File: config.mk
export PLATFORM = sky130hd
export DESIGN_NAME = fft256_seq_ctrl
export DESIGN_NICKNAME = d
export VERILOG_FILES = /design/src/rtl/fft256_seq_ctrl.sv
export SDC_FILE = /design/constraint.sdc
export NUM_CORES = 1
export LEC_CHECK = 0
export CAP_MARGIN = 10
export CORE_MARGIN = 1
export CORE_UTILIZATION = 50
export CTS_CLUSTER_DIAMETER = 120
export DETAILED_ROUTE_END_ITERATION = 8
export PLACE_DENSITY = 0.87
export SLEW_MARGIN = 30
export SYNTH_ARGS = -nofsm -noshare
export SYNTH_HDL_FRONTEND = slang
export SYNTH_SLANG_ARGS = --single-unit
File: constraint.sdc
create_clock -name clk -period 4.31 [get_ports clk]
set_input_delay 0.862 -clock clk [delete_from_list [all_inputs] [get_ports clk]]
set_output_delay 0.862 -clock clk [all_outputs]
set_load 0.03 [all_outputs]
File: src/rtl/fft256_seq_ctrl.sv
// Sequencer for the 4-bank in-place 256-point FFT datapath: sample load, then
// NSTAGE compute stages with per-cycle addresses, mux selects and twiddle address.
module fft256_seq_ctrl #(
  parameter int ADDR_BIT = 6,
  parameter int NSTAGE   = 7,
  parameter int PIPE_LAT = 2,
  parameter int TW_BIT   = 7
) (
  input  logic                  clk,
  input  logic                  rst,
  input  logic                  start,
  input  logic                  in_valid,
  output logic                  in_ready,
  output logic [ADDR_BIT-1:0]   load_idx,
  output logic                  m0,
  output logic                  m11,
  output logic [1:0]            m12,
  output logic [1:0]            m13,
  output logic                  m14,
  output logic                  m21,
  output logic                  m22,
  output logic                  m23,
  output logic                  m24,
  output logic                  en,
  output logic                  re,
  output logic                  we,
  output logic [4*ADDR_BIT-1:0] addr_read,
  output logic [4*ADDR_BIT-1:0] addr_write,
  output logic [TW_BIT-1:0]     tw_addr,
  output logic                  bypass_en,
  output logic [3:0]            stage,
  output logic                  busy,
  output logic                  done
);

  typedef enum logic [2:0] {
    S_IDLE  = 3'd0,
    S_LOAD  = 3'd1,
    S_RUN   = 3'd2,
    S_DRAIN = 3'd3,
    S_DONE  = 3'd4
  } state_t;

  // {m11,m12,m13,m14} and {m21,m22,m23,m24} patterns
  localparam logic [5:0] PAT_A = {1'b0, 2'd1, 2'd1, 1'b1};
  localparam logic [5:0] PAT_B = {1'b1, 2'd0, 2'd2, 1'b0};
  localparam logic [5:0] PAT_C = {1'b0, 2'd2, 2'd0, 1'b1};
  localparam logic [3:0] PAT_Q = 4'b0011;
  localparam logic [3:0] PAT_P = 4'b1100;

  localparam logic [ADDR_BIT-1:0] CNT_ONE    = ADDR_BIT'(1);
  localparam logic [ADDR_BIT-1:0] CNT_MAX    = {ADDR_BIT{1'b1}};
  localparam logic [ADDR_BIT-1:0] DRAIN_LAST = ADDR_BIT'(PIPE_LAT - 1);
  localparam logic [3:0]          LAST_STAGE = 4'(NSTAGE);

  function automatic logic [2:0] kbit(input logic [3:0] s);
    case (s)
      4'd1:    kbit = 3'd5;
      4'd2:    kbit = 3'd4;
      4'd3:    kbit = 3'd4;
      4'd4:    kbit = 3'd3;
      4'd5:    kbit = 3'd2;
      4'd6:    kbit = 3'd1;
      4'd7:    kbit = 3'd0;
      default: kbit = 3'd0;
    endcase
  endfunction

  state_t                state_r, state_s;
  logic [ADDR_BIT-1:0]   cnt_r, cnt_s;
  logic [3:0]            stage_r, stage_s;
  logic [2:0]            sel_k_s;
  logic [ADDR_BIT-1:0]   mask_s;
  logic [ADDR_BIT-1:0]   cnt_hi_s;
  logic [TW_BIT-1:0]     tw_base_s;
  logic [5:0]            m1_s;
  logic [3:0]            m2_s;
  logic [PIPE_LAT-1:0]   dly_we_r;
  logic [4*ADDR_BIT-1:0] dly_addr_r [PIPE_LAT];

  assign sel_k_s   = kbit(stage_r);
  assign mask_s    = ~({ADDR_BIT{1'b1}} >> (stage_r - 4'd1));
  assign cnt_hi_s  = cnt_r >> sel_k_s;
  assign tw_base_s = TW_BIT'(cnt_r);
  assign {m11, m12, m13, m14} = m1_s;
  assign {m21, m22, m23, m24} = m2_s;
  assign stage = stage_r;

  // state, counter and stage registers
  always_ff @(posedge clk) begin
    if (rst) begin
      state_r <= S_IDLE;
      cnt_r   <= '0;
      stage_r <= '0;
    end else begin
      state_r <= state_s;
      cnt_r   <= cnt_s;
      stage_r <= stage_s;
    end
  end

  // next-state and counter sequencing
  always_comb begin
    state_s = state_r;
    cnt_s   = cnt_r;
    stage_s = stage_r;
    case (state_r)
      S_IDLE: begin
        if (start) begin
          state_s = S_LOAD;
          cnt_s   = '0;
          stage_s = '0;
        end else begin
          state_s = S_IDLE;
        end
      end
      S_LOAD: begin
        if (in_valid) begin
          cnt_s = cnt_r + CNT_ONE;
          if (cnt_r == CNT_MAX) begin
            state_s = S_RUN;
            stage_s = 4'd1;
          end else begin
            state_s = S_LOAD;
          end
        end else begin
          state_s = S_LOAD;
        end
      end
      S_RUN: begin
        if (cnt_r == CNT_MAX) begin
          state_s = S_DRAIN;
          cnt_s   = '0;
        end else begin
          cnt_s = cnt_r + CNT_ONE;
        end
      end
      S_DRAIN: begin
        // the drain reuses cnt to wait out the datapath latency
        if (cnt_r == DRAIN_LAST) begin
          cnt_s = '0;
          if (stage_r == LAST_STAGE) begin
            state_s = S_DONE;
          end else begin
            state_s = S_RUN;
            stage_s = stage_r + 4'd1;
          end
        end else begin
          cnt_s = cnt_r + CNT_ONE;
        end
      end
      S_DONE: begin
        state_s = S_IDLE;
        cnt_s   = '0;
        stage_s = '0;
      end
      default: begin
        state_s = S_IDLE;
        cnt_s   = '0;
        stage_s = '0;
      end
    endcase
  end

  // read-side request delayed to the write side of the datapath
  always_ff @(posedge clk) begin
    if (rst) begin
      dly_we_r <= '0;
      for (int i = 0; i < PIPE_LAT; i++) dly_addr_r[i] <= '0;
    end else begin
      dly_we_r[0]   <= re;
      dly_addr_r[0] <= addr_read;
      for (int i = 1; i < PIPE_LAT; i++) begin
        dly_we_r[i]   <= dly_we_r[i-1];
        dly_addr_r[i] <= dly_addr_r[i-1];
      end
    end
  end

  // per-state output decode
  always_comb begin
    in_ready   = 1'b0;
    load_idx   = '0;
    m0         = 1'b0;
    m1_s       = PAT_A;
    m2_s       = PAT_Q;
    en         = 1'b0;
    re         = 1'b0;
    we         = 1'b0;
    addr_read  = '0;
    addr_write = '0;
    tw_addr    = '0;
    bypass_en  = 1'b0;
    busy       = 1'b0;
    done       = 1'b0;
    case (state_r)
      S_IDLE: begin
        busy = 1'b0;
      end
      S_LOAD: begin
        busy       = 1'b1;
        en         = 1'b1;
        in_ready   = 1'b1;
        we         = in_valid;
        addr_write = {4{cnt_r}};
        load_idx   = cnt_r;
      end
      S_RUN: begin
        busy       = 1'b1;
        en         = 1'b1;
        m0         = 1'b1;
        re         = 1'b1;
        addr_read  = {cnt_r ^ mask_s, cnt_r ^ mask_s, cnt_r, cnt_r};
        we         = dly_we_r[PIPE_LAT-1];
        addr_write = dly_addr_r[PIPE_LAT-1];
        tw_addr    = tw_base_s << (stage_r - 4'd1);
        bypass_en  = (stage_r <= 4'd3);
        if (cnt_r[sel_k_s]) begin
          m2_s = PAT_P;
        end else begin
          m2_s = PAT_Q;
        end
        if (stage_r == 4'd1) begin
          m1_s = PAT_C;
        end else if (cnt_hi_s == '0) begin
          m1_s = PAT_A;
        end else if (cnt_r[sel_k_s]) begin
          m1_s = PAT_B;
        end else begin
          m1_s = PAT_C;
        end
      end
      S_DRAIN: begin
        busy       = 1'b1;
        en         = 1'b1;
        m0         = 1'b1;
        we         = dly_we_r[PIPE_LAT-1];
        addr_write = dly_addr_r[PIPE_LAT-1];
      end
      S_DONE: begin
        done = 1'b1;
      end
      default: begin
        busy = 1'b0;
      end
    endcase
  end

endmodule

# Word-level counts from Yosys, hierarchy flattened
# Memory sizes are Yosys's and may differ from the RTL's.
# Cells that the tools add are included.
# classes
magnitude_cmp,2
n_reduce_logical,8
mux,43
n_eq_ne,19
add_sub_neg,3
bitwise,5
n_shift,3
# op_table
cell,count
two-way mux 24 bit,3
two-way mux 6 bit,9
case mux 24 bit (2 select lines),1
two-way mux 4 bit,7
case mux 6 bit (4 select lines),1
== test 4 x 3 -> 1 bit (second input constant),4
case mux 4 bit (4 select lines),1
case mux 3 bit (5 select lines),1
two-way mux 3 bit,4
inequality test 2 bit (second input constant),6
case mux 3 bit (4 select lines),1
two-way mux 1 bit,11
== test 4 x 2 -> 1 bit (second input constant),2
two-way mux 7 bit,1
<< shifter 6 x 4 -> 7 bit,1
adder 6 x 1 -> 6 bit (second input constant),1
== test 3 x 2 -> 1 bit (second input constant),2
== test 6 x 1 -> 1 bit (second input constant),1
== test 6 bit (second input constant),1
logical NOT 6 bit,1
inverter 6 bit,1
AND reduction 6 bit,1
>> shifter 6 x 3 -> 6 bit,1
>> shifter 6 x 4 -> 6 bit (first input constant),1
17 further kinds,20
# word_totals
inputBits,4
output_inout_bits,83
word_cells,88
reg_bits,15
ramBits,48
memories,1
# mem_list
memory,depth,width,read_ports,rd_ports_with_merged_regs,write_ports,line,source
dly_addr_r,2,24,2,0,2,79,logic [4*ADDR_BIT-1:0] dly_addr_r [PIPE_LAT];

# Logic depth before layout (Yosys ltp)
# Gate-level depths: netlist of the first run.
# logic_depth
ltp_word,9
depth_mapped,9
mapped_depth_nobuf,7

# Worst setup path before layout of the first run
# No wires, ideal clock.
# synth_timing
path_kind,register -> output
from,register stage_r[0] (netlist: stage[0])
to,output port m24
n_path_buf,2
required_time_ns,3.448
arrival_ns,2.710
setup_slack_ns,0.738
stages_incl_launch_ff,8
cell_sequence,dfxtp_1 -> buf_2 -> inv_1 -> ha_1 -> or3_1 -> a222oi_1 -> o21ai_0 -> buf_4
# synth_between
elab_chain_cells,7
elab_cells_between_ends,12
cone_classes,6 x eq/ne; 5 x mux; 1 x reduce/logical
# synth_lines
element,line,source
from (decl),71,"logic [3:0] stage_r, stage_s;"
from (signal assigned),98,stage_r <= stage_s;
== test 4 x 2 -> 1 bit,57,case (s)
OR reduction 2 bit (no source line),--,
case mux 3 bit (5 select lines) (*),57,
binary-select mux 1 bit (select 3 bit) (*),218,if (cnt_r[sel_k_s]) begin
two-way mux 1 bit (not written as such) (*),218,
two-way mux 4 bit (*),218,
two-way mux 4 bit (*),196,case (state_r)
to (decl),23,"output logic m24,"
# Every way passes the cells marked *; elsewhere a longest branch is shown, timed or not. The select of a mux whose other input is x is not followed.

# Worst setup path after layout of the first run
# layout_timing
from,register stage_r[0] (netlist: stage[0])
to,output port m11
# layout_between
elab_chain_cells,9
elab_cells_between_ends,16
cone_classes,6 x eq/ne; 1 x shift; 7 x mux; 2 x reduce/logical
# layout_lines
element,line,source
== test 4 x 2 -> 1 bit,57,
OR reduction 2 bit (no source line),--,
case mux 3 bit (5 select lines),57,
binary-select mux 1 bit (select 3 bit),227,end else if (cnt_r[sel_k_s]) begin
two-way mux 1 bit (not written as such),227,
two-way mux 6 bit,227,
two-way mux 6 bit,225,end else if (cnt_hi_s == '0) begin
two-way mux 6 bit (*),223,if (stage_r == 4'd1) begin
two-way mux 6 bit (*),196,
to (decl),16,"output logic m11,"
# Marks and branches as above.

==> impl_metrics.csv, run 1 <==
group,metric,value,unit
status,status,"finished, final reports clean",
power_and_ir_drop,sw_frac_of_total,0.421,
synth,seq_area_frac_synth,0.303,
finish,nFillCells,399,
critical_path,slowest_stage,"clkdlybuf4s50_1",
global_routing,grt_overflow,0,
cts,cts_htree_levels,2,
sta,worst_slack,228,ps
routing,wl_per_cell,14.7,um
global_routing,grt_pass1_wl,10400,um
cts,cts_tree,"yes",
die,die_w,73.8,um
finish,antennaDiodeCount,0,
power_and_ir_drop,p_seq_frac,0.328,
cts,post_cts_buffers,0,
finish,syn_to_final_growth,29.5,%
die,core,4850,um2
placement,io_buffers,86,
sta,drv_slew,0,
critical_path,worstPathRequired,3450,ps
synth,yosysWarnings,0,
die,pin_count,87,
routing,viasPerCell,5.56,
cts,path_clk_slew,70,ps
sta,setup_viol,0,
placement,routabilityCongestion,0.950,
synth,yosys.area.top_type,"dfxtp_1",
synth,synth-async-reset-ratio,0,
sta,slew_headroom,0.561,
worst_hold_path,min_path_type,"flip-flop to flip-flop",
power_and_ir_drop,net-switching-power,0.520,mW
sta,whs,436,ps
routing,wirelength,6580,um
cts,clock-root-buffer,"clkbuf_8",
power_and_ir_drop,p_int,0.716,mW
critical_path,worst_ep_arrival_time,3220,ps
routing,drt_iter0_markers,255,
finish,finalNetCount,390,
finish,drive_gt1_frac,0.0500,
cts,clk_latency,290,ps
critical_path,crit_family,"buffers and inverters",
global_routing,antenna_found_initial,0,
sta,finClkSkew,3.21,ps
sta,min_period,4080,ps
die,die-height,73.8,um
critical_path,path_class,"flip-flop to output pin",
cts,cts_made_buffers,5,
power_and_ir_drop,combPwrFrac,0.481,
flow_run,cap_viol_max_count,0,
synth,syn_avg_cell_area,7.78,um2
synth,ys_ff_latch,39,
synth,synth_area,2580,um2
sta,rsz0062_at_grt,"no",
synth,syn_inst,331,
critical_path,path_cells,"inv_1, ha_1, or3_1, a222oi_1, a41o_1, and2_1, clkdlybuf4s50_1",
synth,synthFlopType,"dfxtp_1",
critical_path,max_stage_delay,670,ps
routing,num_vias,2486,
sta,worst_pin_slew,654,ps
routing,drc_errors,0,
synth,ys_types,58,
global_routing,grt_pass1_vias,2187,
cts,ctsResizeCount,0,
sta,fin_setup_tns,0,ps
cts,cts_hold_buf,0,
synth,synth_area_leaders,"dfxtp_1 30%, buf_4 8.7%, nor2_1 5.8%, nor2b_1 5.1%, and3_1 3.9%",
cts,clock_path_buffers,2,
critical_path,rrSetupSlack,2130,ps
sta,fin_crit_sh,0.947,
sta,finalHoldViolations,0,
critical_path,crit_buf_inv,2,
die,initial_core_util,0.531,
routing,drtPass1Iterations,5,
critical_path,endpoint_kind,"output pin",
sta,max_freq,0.245,GHz
placement,place_ws,572,ps
routing,ant_nets,0,
synth,synth_nets,342,
cts,clock_sinks,39,
critical_path,worstPathMaxFanout,11,
synth,synth-edff-count,0,
die,dieArea,5440,um2
power_and_ir_drop,powerDensity,370,nW/um2
global_routing,grt_usage,0.250,
power_and_ir_drop,peakVddDrop,0.000172,V
placement,dp_hpwl,4780,um
power_and_ir_drop,p_leak,1.38,nW
die,rows,25,
synth,synth_top_area_frac,0.303,
global_routing,grt_start_max_net_pins,29,
power_and_ir_drop,clkPwrFrac,0.192,
critical_path,start_kind,"flip-flop",
-- area by class of cell --
| class | instances | area (um2) | area share |
|---|---|---|---|
| clock inverter | 2 | 12.5 | 0.00375 |
| timing repair buffer | 92 | 906 | 0.271 |
| clock buffer | 6 | 72.6 | 0.0217 |
| inverter | 10 | 37.5 | 0.0112 |
| tap | 67 | 83.8 | 0.0251 |
| sequential | 39 | 781 | 0.234 |
| multi-input combinational | 231 | 1440 | 0.433 |
-- cell families (layout without fill, tap and decap cells) --
| group | count (synthesis) | after routing | share of synthesized area |
|---|---|---|---|
| adders and majority gates | 7 | 7 | 0.0340 |
| DFF | 39 | 39 | 0.303 |
| xor gates and xnor gates | 9 | 9 | 0.0306 |
| and+or+nand+nor | 142 | 142 | 0.282 |
| muxes | 7 | 7 | 0.0282 |
| buffers and inverters | 61 | 110 | 0.137 |
| AOI/OAI and AO/OA | 66 | 66 | 0.186 |
-- cells in the final DEF, fill, tap and decap left out, drive strengths merged, types with 3 or more instances in the layout --
cell type	instances
a211oi	3
a21o	12
a21oi	13
a31oi	3
and2	3
and3	16
buf	6
clkbuf	6
clkdlybuf4s50	86
dfxtp	39
ha	7
inv	10
mux2i	5
nand2	25
nand2b	4
nand3	8
nand3b	3
nor2	40
nor2b	21
nor3	8
o21a	3
o21ai	11
xnor2	7
-- power groups by stage --
stage	Clock (mW)	Combinational [mW]	Sequential, mW
floorplan	0	0.428	0.405
global placement	0	0.578	0.412
detailed placement	0	0.589	0.413
CTS	0.236	0.592	0.405
global route	0.255	0.636	0.408
finish	0.237	0.594	0.405
-- state kept, by name (all words and copies together) (netlist names) --
register,flops
dly_addr_r,24
cnt_r,6
stage,4
state_r,3
dly_we_r,2
-- final timing paths --
| check | from | to | depth (start not counted) |
|---|---|---|---|
| max | stage[0]$_SDFFE_PP0P_ | m11 | 7 |
| min | dly_addr_r[0][8]$_SDFF_PP0_ | dly_addr_r[0][32]$_SDFF_PP0_ | 1 |
| max reg2reg | cnt_r[0]$_SDFFE_PP0P_ | stage[0]$_SDFFE_PP0P_ | 7 |
| min reg2reg | dly_addr_r[0][8]$_SDFF_PP0_ | dly_addr_r[0][32]$_SDFF_PP0_ | 1 |
-- Yosys cell counts, types with 4 or more instances --
master	count
clkbuf_1	11
ha_1	7
a21o_1	12
and3_1	16
xnor2_1	7
nand2b_1	4
buf_2	9
nor2b_1	21
dfxtp_1	39
nand2_1	25
nor2_1	40
buf_4	30
mux2i_1	5
a21oi_1	13
nand3_1	8
inv_1	9
nor3_1	8
o21ai_0	8
-- metal layers --
layer | share of wire | track usage | wire (um) | up-vias
li1 | - | - | - | 1206
met1 | 0.41 | 0.303 | 2720 | 1137
met2 | 0.49 | 0.422 | 3220 | 130
met3 | 0.080 | 0.0439 | 527 | 13
met4 | 0.019 | 0.126 | 122 | 0
met5 | 0 | 0 | 0 | -
-- worst register-to-register path, stage by stage (launching register included) --
cell	delay [ps]
dfxtp_1	400
buf_4	220
ha_1	220
nand3_1	140
or4_4	570
a31oi_4	240
mux2i_1	230
nor2_1	50
-- metrics by stage --
step           total power, mW  utilization  instances  instance area [um2]
2_1_floorplan            0.833            -        331                 2580
3_3_place_gp             0.990        0.671        439                 3250
3_5_place_dp              1.00        0.671        439                 3250
4_1_cts                   1.23        0.688        447                 3340
5_1_grt                   1.30        0.688        447                 3340
6_report                  1.24        0.688        447                 3340
Power figures use the tool's default switching activity.
==> run 2, diff against run 1 <==
--- a/config.mk
+++ b/config.mk
@@ -11,6 +11,7 @@
 export CTS_CLUSTER_DIAMETER = 120
 export DETAILED_ROUTE_END_ITERATION = 8
 export PLACE_DENSITY = 0.87
+export SETUP_SLACK_MARGIN = 0.05
 export SLEW_MARGIN = 30
 export SYNTH_ARGS = -nofsm -noshare
 export SYNTH_HDL_FRONTEND = slang
==> results of run 2 <==
The final DEF is identical to that of run 1; final timing and power are the same.
==> RTL edit, RTL diff (flow settings as in run 1) <==
Re-encode `state_t` (5 states) as one-hot, 5 bits wide.
--- a/src/rtl/fft256_seq_ctrl.sv
+++ b/src/rtl/fft256_seq_ctrl.sv
@@ -33,12 +33,12 @@
   output logic                  done
 );
 
-  typedef enum logic [2:0] {
-    S_IDLE  = 3'd0,
-    S_LOAD  = 3'd1,
-    S_RUN   = 3'd2,
-    S_DRAIN = 3'd3,
-    S_DONE  = 3'd4
+  typedef enum logic [4:0] {
+    S_IDLE  = 5'b00001,
+    S_LOAD  = 5'b00010,
+    S_RUN   = 5'b00100,
+    S_DRAIN = 5'b01000,
+    S_DONE  = 5'b10000
   } state_t;
 
   // {m11,m12,m13,m14} and {m21,m22,m23,m24} patterns
Behaviour: no difference found for any inputs over 10 cycles, from zero or initial values and one cycle with rst high; not proved beyond that.
==> RTL edit against run 1 <==
  * Cell area is 3.2% higher
  * Synthesized area rose by 5.3%
  * Clock skew is 0.0011 ns higher
  * Wire length is 10% higher
  * First-iteration DRC count is 11% lower
  * Worst setup slack improved by 0.12 ns
  * Sequential cell count grew 2
Power is not compared: it rests on default switching activity, and its combinational part moved more than twofold at a synthesized area within 25%.
==> RTL edit: results (changes against run 1) <==
| Metric | Value |
|---|---|
| DP HPWL | 5100 um (was 4780 um) |
| Non-clock buffers | 90 (was 92) |
| Worst-path fanout max | 9 (was 11) |
| Library cells used by synthesis | 55 (was 58) |
| Register area share after synthesis | 30.3% (about the same) |
| WL met2 | 3680 um (was 3220 um) |
| Met1 GRT Util | 29.6% (was 30.3%) |
| Critical R2R Launch | state_r[2] (was cnt_r[0]) |
| Crit path to | m12[1] (was m11) |
| Synth Area in XOR/XNOR | 4.52% (was 3.06%) |
| First-pass detailed-route iteration total | 4 (was 5) |
| Non-clock inverters | 13 (was 10) |
| Critical Path AT | 3.10 ns (was 3.22 ns) |
| DP Worst Slack | 0.716 ns (was 0.572 ns) |
| Non-clk buf share | 25.9% (was 27.1%) |
| Worst setup path start | stage[1] (was stage[0]) |
| Hold Path Origin | dly_addr_r[0][6] (was dly_addr_r[0][8]) |
| Metal-1 WL | 2840 um (was 2720 um) |
| Syn Nets | 357 (was 342) |
| Slew headroom | 59.1% (was 56.1%) |
| Adder-cell share of the synthesized area | 3.23% (was 3.40%) |
| Gr usage total | 26.8% (was 25.0%) |
| # fillers | 432 (was 399) |
| Flip-flop and latch count | 41 (was 39) |
| Multiplexer share of the synthesized area | 2.31% (was 2.82%) |
| Compound-gate portion of the synthesized area | 16.7% (was 18.6%) |
| Outcome | finished, final reports clean (unchanged) |
| Reg2Reg Depth | 6 (was 7) |
| Commonest cells post-synth | nor2_1 (48), dfxtp_1 (41), nand2_1 (30) (was nor2_1 (40), dfxtp_1 (39), buf_4 (30)) |
| Reg-to-reg critical path endpoint | cnt_r[0] (was stage[0]) |
| Top cells by area, synth | dfxtp_1 (30%), buf_4 (8.0%), nor2_1 (6.6%) (was dfxtp_1 (30%), buf_4 (8.7%), nor2_1 (5.8%)) |
| WL met3 | 525 um (was 527 um) |
| Fin crit share | 92.0% (was 94.7%) |
| R2r setup slk | 1.88 ns (was 2.13 ns) |
| Met3 Track Usage GR | 7.28% (was 4.39%) |
| Seq/total area | 23.8% (was 23.4%) |
| Global-route wire length before repair | 11,500 um (was 10,400 um) |
| Pin count of the biggest net entering global routing | 25 (was 29) |
-- RTL edit: cell types whose count changed in the layout (fill, tap and decap cells not counted), moves of 4 or more --
cell / run 1 / this run
a21oi_1: 13 / 4
nor2_1: 40 / 48
and3_1: 16 / 10
o21ai_0: 8 / 14
nand2_1: 25 / 30
inv_1: 9 / 13
-- RTL edit: per-stage QoR --
stage	cell area, um^2	util (%)	hold WS, ns	power [mW]	std cells
after CTS	3440	66.6	0.450	0.762	464
after floorplan	2710	-	0.414	0.485	346
after detailed placement	3350	64.9	0.425	0.512	456
after global placement	3350	64.9	0.417	0.508	456
final	3440	66.6	0.444	0.764	464
after global routing	3440	66.6	0.463	0.791	464
-- RTL edit: logic make-up (layout without fill, tap and decap cells) --
| logic type | Yosys count | in the layout |
|---|---|---|
| adders and majority gates | 7 | 7 |
| muxes | 6 | 6 |
| and+or+nand+nor | 153 | 153 |
| DFF | 41 | 41 |
| xor gates and xnor gates | 14 | 14 |
| AOI/OAI and AO/OA | 62 | 62 |
| buffers and inverters | 63 | 111 |
